**src/rtl/mem_arbiter.sv**
```systemverilog
// mem_arbiter
//   Two-requester arbiter/sequencer for the single-port program/data memory.
//   Fetch (read-only) and execute (read/write) requests are serialised into
//   fixed three-cycle transactions: IDLE (sample/grant) -> ACCESS (drive the
//   memory strobe) -> RESP (one-cycle acknowledge). All outputs are registered.
//
//   Build option: define MEM_ARB_FIXED_PRI_EN to replace round-robin tie
//   breaking with fixed fetch priority (execute may then starve).
//
// Ports
//   CLK, RST        clock (rising edge), synchronous active-high reset
//   F_REQ/F_ADDR    fetch request (level) and address
//   F_ACK/F_RDATA   fetch completion pulse and read data (held after ACK)
//   E_REQ/E_WE      execute request (level), 1 = write
//   E_ADDR/E_WDATA  execute address and write data
//   E_ACK/E_RDATA   execute completion pulse and read data (held after ACK)
//   MEM_AR          memory address
//   MEM_READ/WRITE  memory strobes, only ever high in ACCESS
//   MEM_INDATA      memory write data
//   MEM_OUTDATA     memory read data, combinational from MEM_AR
//   BUSY            high during ACCESS and RESP
module mem_arbiter #(
    parameter int ADDR_W = 4,
    parameter int DATA_W = 8
) (
    input  logic              CLK,
    input  logic              RST,
    input  logic              F_REQ,
    input  logic [ADDR_W-1:0] F_ADDR,
    output logic              F_ACK,
    output logic [DATA_W-1:0] F_RDATA,
    input  logic              E_REQ,
    input  logic              E_WE,
    input  logic [ADDR_W-1:0] E_ADDR,
    input  logic [DATA_W-1:0] E_WDATA,
    output logic              E_ACK,
    output logic [DATA_W-1:0] E_RDATA,
    output logic [ADDR_W-1:0] MEM_AR,
    output logic              MEM_READ,
    output logic              MEM_WRITE,
    output logic [DATA_W-1:0] MEM_INDATA,
    input  logic [DATA_W-1:0] MEM_OUTDATA,
    output logic              BUSY
);

    typedef enum logic [1:0] {IDLE, ACCESS, RESP} state_t;

    // Grant encoding: 0 = fetch, 1 = execute.
    localparam logic GNT_F = 1'b0;
    localparam logic GNT_E = 1'b1;

    state_t            state, state_n;
    logic [ADDR_W-1:0] addr_q, addr_n;
    logic [DATA_W-1:0] wdata_q, wdata_n;
    logic              we_q, we_n;
    logic              gnt_q, gnt_n;
    logic              last_q, last_n;
    logic              f_ack_q, f_ack_n;
    logic              e_ack_q, e_ack_n;
    logic [DATA_W-1:0] f_rdata_q, f_rdata_n;
    logic [DATA_W-1:0] e_rdata_q, e_rdata_n;
    logic              rd_q, rd_n;
    logic              wr_q, wr_n;
    logic              busy_q, busy_n;
    logic              win_e;

    // Execute wins when it is the only requester, or on a tie when the
    // previous grant went to fetch (round-robin). Fixed priority: fetch
    // always wins a tie.
`ifdef MEM_ARB_FIXED_PRI_EN
    assign win_e = E_REQ && !F_REQ;
`else
    assign win_e = E_REQ && (!F_REQ || (last_q == GNT_F));
`endif

    always_ff @(posedge CLK) begin
        if (RST) begin
            state     <= IDLE;
            addr_q    <= '0;
            wdata_q   <= '0;
            we_q      <= 1'b0;
            gnt_q     <= GNT_F;
            last_q    <= GNT_E;
            f_ack_q   <= 1'b0;
            e_ack_q   <= 1'b0;
            f_rdata_q <= '0;
            e_rdata_q <= '0;
            rd_q      <= 1'b0;
            wr_q      <= 1'b0;
            busy_q    <= 1'b0;
        end else begin
            state     <= state_n;
            addr_q    <= addr_n;
            wdata_q   <= wdata_n;
            we_q      <= we_n;
            gnt_q     <= gnt_n;
            last_q    <= last_n;
            f_ack_q   <= f_ack_n;
            e_ack_q   <= e_ack_n;
            f_rdata_q <= f_rdata_n;
            e_rdata_q <= e_rdata_n;
            rd_q      <= rd_n;
            wr_q      <= wr_n;
            busy_q    <= busy_n;
        end
    end

    // Next-state logic computes the values every output register takes in
    // the following cycle, so strobes/ACK/BUSY line up with the state.
    always_comb begin
        state_n   = state;
        addr_n    = addr_q;
        wdata_n   = wdata_q;
        we_n      = we_q;
        gnt_n     = gnt_q;
        last_n    = last_q;
        f_ack_n   = 1'b0;
        e_ack_n   = 1'b0;
        f_rdata_n = f_rdata_q;
        e_rdata_n = e_rdata_q;
        rd_n      = 1'b0;
        wr_n      = 1'b0;
        busy_n    = 1'b0;
        case (state)
            IDLE: begin
                if (F_REQ || E_REQ) begin
                    gnt_n   = win_e;
                    addr_n  = win_e ? E_ADDR : F_ADDR;
                    we_n    = win_e && E_WE;
                    // Fetch carries no data; keep the previous write data.
                    wdata_n = win_e ? E_WDATA : wdata_q;
                    rd_n    = !(win_e && E_WE);
                    wr_n    = win_e && E_WE;
                    busy_n  = 1'b1;
                    state_n = ACCESS;
                end
            end
            ACCESS: begin
                if (!we_q) begin
                    if (gnt_q == GNT_E) e_rdata_n = MEM_OUTDATA;
                    else                f_rdata_n = MEM_OUTDATA;
                end
                f_ack_n = (gnt_q == GNT_F);
                e_ack_n = (gnt_q == GNT_E);
                busy_n  = 1'b1;
                state_n = RESP;
            end
            RESP: begin
                last_n  = gnt_q;
                state_n = IDLE;
            end
            default: state_n = IDLE;
        endcase
    end

    assign F_ACK      = f_ack_q;
    assign E_ACK      = e_ack_q;
    assign F_RDATA    = f_rdata_q;
    assign E_RDATA    = e_rdata_q;
    assign MEM_AR     = addr_q;
    assign MEM_INDATA = wdata_q;
    assign MEM_READ   = rd_q;
    assign MEM_WRITE  = wr_q;
    assign BUSY       = busy_q;

endmodule

```
**config.mk**
```make
export PLATFORM = sky130hd
export DESIGN_NAME = mem_arbiter
export DESIGN_NICKNAME = d
export VERILOG_FILES = /design/src/rtl/mem_arbiter.sv
export SDC_FILE = /design/constraint.sdc
export NUM_CORES = 1
export LEC_CHECK = 0
export CORE_UTILIZATION = 37
export DETAILED_ROUTE_END_ITERATION = 8
export PLACE_DENSITY_LB_ADDON = 0.08
export SYNTH_ARGS = -nofsm -noshare
export SYNTH_HDL_FRONTEND = slang
export SYNTH_SLANG_ARGS = --single-unit
```
**constraint.sdc**
```tcl
create_clock -name CLK -period 1.3 [get_ports CLK]
set_input_delay 0.39 -clock CLK [delete_from_list [all_inputs] [get_ports CLK]]
set_output_delay 0.39 -clock CLK [all_outputs]
set_load 0.02 [all_outputs]
```
# Yosys cells after proc, flatten, opt, wreduce, memory -nomap -nowiden
# Index checks and enable logic that the tools add are counted.
[op_classes]
eq_ne = 3
n_mux = 5
bitwise_logic = 6
reduce_logical = 13
[op_table]
columns = ["operator", "n"]
rows = [
  ["$reduce_and 3->1", 3],
  ["$not 1->1", 6],
  ["$mux 4", 1],
  ["$pmux 2 s2", 1],
  ["$reduce_or 3->1", 1],
  ["$eq 2x1->1 const B", 1],
  ["$eq 2x2->1 const B", 1],
  ["$logic_and 1x1->1", 2],
  ["$logic_not 1->1", 2],
  ["$logic_not 2->1", 1],
  ["$logic_or 1x1->1", 2],
  ["$mux 2", 1],
  ["$ne 2x2->1 const B", 1],
  ["$pmux 1 s2", 1],
  ["$reduce_and 2->1", 1],
  ["$reduce_or 2->1", 1],
  ["$mux 1", 1],
]
[word_totals]
reg_bits = 38
inputBits = 29
output_inout_bits = 33
wordCells = 40

# Logic depth before layout (Yosys ltp)
# Gate-level depths: netlist of run 1.
[depth]
depth_word = 5
ltp_mapped = 4
depth_no_buf = 3

# Worst setup path after synthesis of run 1
# No wires, ideal clock.
[synth_path]
path_type = "register to register"
start = "register gnt_q"
end = "register f_rdata_q[0] (netlist: F_RDATA[0])"
setup_ns = 0.132
arrival_ns = 1.104
setup_slack_ns = 0.064
stages_incl_launch_ff = 5
path_buffers = 1
period_less_slack_ns = 1.236
path_cell_list = "dfxtp_1 > or4b_1 > buf_2 > nand2_1 > a21oi_1"
[synth_between]
elab_chain_cells = 2
[synth_rtl]
columns = ["element", "line", "source"]
rows = [
  ["from (decl)", "56", "logic gnt_q, gnt_n;"],
  ["from (signal assigned)", "96", "gnt_q <= gnt_n;"],
  ["$not 1->1", "-", ""],
  ["$reduce_and 3->1 (no line)", "-", ""],
  ["to (signal assigned)", "100", "f_rdata_q <= f_rdata_n;"],
  ["to (decl)", "60", "logic [DATA_W-1:0] f_rdata_q, f_rdata_n;"],
]
# Every way passes these cells.
# A chain may end at the register's enable or synchronous reset.

# Worst setup path in the final report of run 1
[layout_path]
start = "input RST"
end = "register e_ack_q (netlist: E_ACK)"
[layout_between]
elab_chain_cells = 1
[layout_rtl]
columns = ["element", "line", "source"]
rows = [
  ["from (decl)", "27", "input logic RST,"],
  ["$reduce_or 2->1 (no line)", "-", ""],
  ["to (signal assigned)", "99", "e_ack_q <= e_ack_n;"],
  ["to (decl)", "59", "logic e_ack_q, e_ack_n;"],
]
# Every way passes these cells.

==> impl_metrics.yaml, run 1 <==
outcome:
  run_status: "finished, final reports clean"
yosys:
  synth_top_cell_by_area: "dfxtp_1"
  synth_edf_count: 0
  synth.distinct_cells: 25
  synth_fa_ha_area_frac: 0
  synth_xor_area_frac: 0
  synthSimpleGateAreaFrac: 0.203
  synthFlopType: "dfxtp_1"
  syn_nets: 187
  synth_compound_area_frac: 0.164
  synth.area.top_cells: "dfxtp_1 54%, a21oi_1 7.8%, nand2_1 7.2%"
  synth_top_family_by_area: "simple AND/OR/NAND/NOR gates"
  syn_inst: 158
  muxShareOfSynthArea: 0.0566
  synth_top_area_share: 0.538
  ys_seq_area_frac: 0.538
  async_flop_share: 0
  avgSynthCellArea_um2: 8.96
  synth-seq-cells: 38
  yosys_warnings: 0
  syn-cell-area_mm2: 0.00142
final_layout:
  fill_cells: 343
  fin_util: 0.595
  instances_no_fill: 271
  nNetsFinal: 251
  final_cell_mix: "36 x dfxtp_1, 27 x nand2_1, 26 x clkdlybuf4s50_1"
  multiInputGateArea_um2: 626
  antennaDiodeCount: 0
  ff_latch_area_um2: 763
  drive_gt1_frac: 0.278
  syn_to_final_growth_pct: 53.9
  final_common_cell: "dfxtp_1"
drt:
  first_iter_violations: 40
  wl_per_cell_um: 12.9
  viasPerCell: 4.89
  drc: 0
  routed_wl_um: 3510
  ant_nets: 0
  dr_total_vias: 1326
  firstDrtPassIters: 4
placement:
  finalWeightedCongestion: 0.717
  dp_hpwl_um: 2460
  portBuffers: 61
  dpl.cell_count: 263
min_path:
  holdPathEnd: "F_RDATA[5]"
  hold_path_class: "reg -> reg"
  whs_path_depth: 2
  holdCritStartpoint: "F_RDATA[5]"
global_routing:
  antenna_found_initial: 0
  grt_pass1_vias: 1314
  grt.total_usage: 0.182
  grt_max_degree: 36
  grt_pass1_wl_um: 5710
  overflow: 0
clock_tree:
  cts-buffers-inserted: 5
  path_clk_slew_ns: 0.07
  clkLatencyLatePin_ns: 0.28
  ctsHoldBuffers: 0
  cts_sinks: 38
  cts_tree: "yes"
  clk_path_buf_depth: 2
  cts-htree-levels: 2
  cts_root_buffer: "clkbuf_8"
sta:
  skew_ns: 0.00675
  rsz0062_at_grt: "false"
  final_hold_viol_count: 0
  fin_crit_sh: 0.980
  tightest_slew_ns: 0.349
  period_needed_ns: 1.27
  max_freq_mhz: 785
  finalSetupViolations: 0
  finalMaxSlewViolations: 0
  max_slew_margin: 0.767
die:
  initial_core_util: 0.387
  io_pins: 62
  dieWidth_um: 63.8
  num_rows: 22
  die_area_mm2: 0.00408
  die_height_um: 63.8
  core_mm2: 0.00366
critical_path:
  cp-end-kind: "register"
  path_class: "in -> reg"
  crit_path_start_kind: "primary input"
  startpoint: "RST"
  cp.arrival_ns: 1.50
  reg2reg_slack_ns: 0.05
  worstPathRequired_ns: 1.53
  r2r_end: "MEM_AR[2]"
  crit_path_max_fanout: 3
  rr_worst_depth: 3
  r2r-start: "state[1]"
power:
  irDropWorstVdd_mv: 0.971
  p_leak_uw: 0.000886
  power.density_mw_per_mm2: 1360
run:
  cap_viol_max_count: 0
where the power goes:
group / switching, uW / internal, uW
combinational: 250 / 228
sequential: 38.1 / 1230
clock: 389 / 818
cells by family (layout without fill, tap and decap cells):
kind of cell	count (synthesis)	count (layout)
compound gates	40	40
simple gates	60	60
mux	8	8
buf+inv	12	77
flops	38	38
state kept, by name, indices dropped and copies added, names as in the netlist, 2 cells and up:
register and cells:
E_RDATA 8, state 2, MEM_INDATA 8, MEM_AR 4, F_RDATA 8
per-layer routing:
metal / global-route usage / vias to the layer above / wire length, um
met5: 0 / - / 0
met4: 0.0597 / 0 / 0
met3: 0.0589 / 0 / 231
met2: 0.338 / 47 / 1870
met1: 0.190 / 612 / 1410
li1: - / 667 / -
critical path, stage by stage:
cell and delay (ns):
clkdlybuf4s50_1 0.42, or3b_2 0.47, inv_1 0.08, and2_2 0.14
synthesized netlist by cell type (2+ instances only):
library cell	count
a311oi_1	4
buf_2	5
clkbuf_1	5
or2_2	2
nand2_1	27
nor2b_1	2
o21ai_0	11
a21oi_1	22
dfxtp_1	38
nor2_1	13
mux2i_1	8
nand3_1	8
layout make-up:
type                       count  share of cell area
clock inverter                 2              0.0276
timing repair buffer          68               0.268
multi-input combinational    108               0.287
clock buffer                   6              0.0379
sequential                    38               0.350
inverter                       1             0.00172
tap                           48              0.0276
per-stage QoR:
step	setup TNS (ns)	setup slack (ns)	total power, uW	cell area [um^2]	hold slack (ns)
finish	0	0.0260	2950	2180	0.454
global route	0	0.000211	3090	2180	0.469
global placement	-7.21	-0.316	1790	2120	0.441
floorplan	0	0.0641	1530	1420	0.455
detailed placement	-8.63	-0.421	1810	2120	0.448
CTS	0	0.00140	3020	2320	0.459
worst max-delay path by stage:
stage,cells past startpoint,endpoint,slack (ns)
after floorplan,4,F_RDATA[0],0.06
after global placement,5,MEM_AR[3],-0.32
after detailed placement,5,MEM_AR[1],-0.42
after CTS,1,E_RDATA[7],0.001
after global routing,3,MEM_AR[2],0.0002
final,4,E_ACK,0.03
what timing repair did:
item,CTS,global route
gates resized for setup,105,25
hold endpoints to repair,0,0
setup endpoints to repair,54,32
buffers inserted,0,0
Power figures use the tool's default switching activity.
==> inputs of run 2 (changes only) <==
Settings changed: SLEW_MARGIN from default to 20.
==> results of run 2 <==
The final DEF is identical to that of run 1; final timing and power are the same.
==> inputs of run 3 (changes only) <==
Settings changed: REMOVE_ABC_BUFFERS from default to 1.
==> run 3 against run 2 <==
Against the previous run:
- cell count is the same
- maximum frequency grew 0.79%
- hold slack gained 0.0050 ns
- global-route usage grew 0.77 points
- clock skew shrank 0.0035 ns
- critical path type is now reg -> out
- largest cell class unchanged
==> impl_metrics.yaml, run 3 (synthesized netlist as in run 1, its figures left out) <==
drt:
  drc: 0
  firstDrtPassIters: 4
  dr_total_vias: 1366
  routed_wl_um: 3610
  wl_per_cell_um: 13.3
  ant_nets: 0
  first_iter_violations: 68
  viasPerCell: 5.04
final_layout:
  nNetsFinal: 252
  drive_gt1_frac: 0.265
  instances_no_fill: 271
  final_common_cell: "dfxtp_1"
  ff_latch_area_um2: 762
  fill_cells: 366
  multiInputGateArea_um2: 637
  antennaDiodeCount: 0
  final_cell_mix: "37 x dfxtp_1, 27 x nand2_1, 26 x clkdlybuf4s50_1"
  fin_util: 0.571
  syn_to_final_growth_pct: 47.7
die:
  dieWidth_um: 63.8
  core_mm2: 0.00366
  die_height_um: 63.8
  io_pins: 62
  num_rows: 22
  initial_core_util: 0.387
  die_area_mm2: 0.00408
clock_tree:
  cts-htree-levels: 2
  cts_sinks: 38
  cts_root_buffer: "clkbuf_8"
  cts_tree: "yes"
  clkLatencyLatePin_ns: 0.28
  path_clk_slew_ns: 0.07
  clk_path_buf_depth: 2
  cts-buffers-inserted: 5
critical_path:
  cp.arrival_ns: 0.87
  cp_cell_sequence: "clkdlybuf4s15_1"
  crit_path_start_kind: "register"
  path_class: "reg -> out"
  crit_family: "flip-flops"
  worstPathRequired_ns: 0.91
  slowest_stage: "dfxtp_1"
  cp-end-kind: "output pin"
  rr_worst_depth: 3
  slowest_delay_ns: 0.31
  crit_path_max_fanout: 1
  cp.buffers_inverters: 1
  cp.depth: 1
placement:
  dpl.cell_count: 264
  finalWeightedCongestion: 0.711
  portBuffers: 61
  dp_hpwl_um: 2590
power:
  p_leak_uw: 0.000865
  irDropWorstVdd_mv: 0.726
  power.density_mw_per_mm2: 1190
sta:
  fin_crit_sh: 0.972
  hold_ws_ns: 0.459
  setup-tns-final_ns: 0
  max_slew_margin: 0.817
  skew_ns: 0.00323
  period_needed_ns: 1.26
  final_hold_viol_count: 0
  tightest_slew_ns: 0.274
  finalSetupViolations: 0
  max_freq_mhz: 791
  finalMaxSlewViolations: 0
global_routing:
  grt.total_usage: 0.189
  overflow: 0
  grt_max_degree: 30
  grt_pass1_vias: 1383
  antenna_found_initial: 0
  grt_pass1_wl_um: 5980
min_path:
  whs_path_depth: 2
  hold_path_class: "reg -> reg"
run:
  cap_viol_max_count: 0
outcome:
  run_status: "finished, final reports clean"
==> run 3: cell type report <==
cell class,count,area share
Clock buffer,5,0.0329
Clock inverter,2,0.00479
Inverter,1,0.00180
Multi-Input combinational cell,108,0.305
Sequential cell,38,0.364
Tap cell,48,0.0287
Timing Repair Buffer,69,0.263
==> run 3: metal layers <==
| layer | share of wire | track usage | wire length, um |
|---|---|---|---|
| met4 | 0.016 | 0.0824 | 57 |
| met3 | 0.042 | 0.0464 | 151 |
| met2 | 0.50 | 0.316 | 1790 |
| met1 | 0.45 | 0.229 | 1610 |
| met5 | 0 | 0 | 0 |
==> run 3: path summary, 6_finish.rpt <==
check / from / to / slack, ns
worst max register to register: state[1] / E_RDATA[3] / 0.05
worst min register to register: F_RDATA[0] / F_RDATA[0] / 0.46
worst min-delay path: F_RDATA[0] / F_RDATA[0] / 0.46
worst max-delay path: F_ACK / F_ACK / 0.04
==> run 3: timing repair <==
item | in CTS | in global routing
endpoints found under the setup margin | 57 | 44
gates resized for setup | 104 | 30
buffers inserted | 0 | 0
pin swaps | 0 | 1
hold buffers | 0 | 0
==> run 3: power breakdown <==
part / leakage, uW / internal [uW] / switching (uW)
sequential: 0.000311 / 1230 / 41.1
combinational: 0.000511 / 228 / 251
clock: 0.0000438 / 359 / 382
==> run 3: metrics by stage <==
stage,setup WS (ns),power [uW],instance area [um^2]
2_1_floorplan,0.0153,1510,1360
3_3_place_gp,-0.321,1790,2110
3_5_place_dp,-0.398,1800,2110
4_1_cts,0.000865,2540,2220
5_1_grt,-0.00104,2610,2090
6_report,0.0361,2490,2090
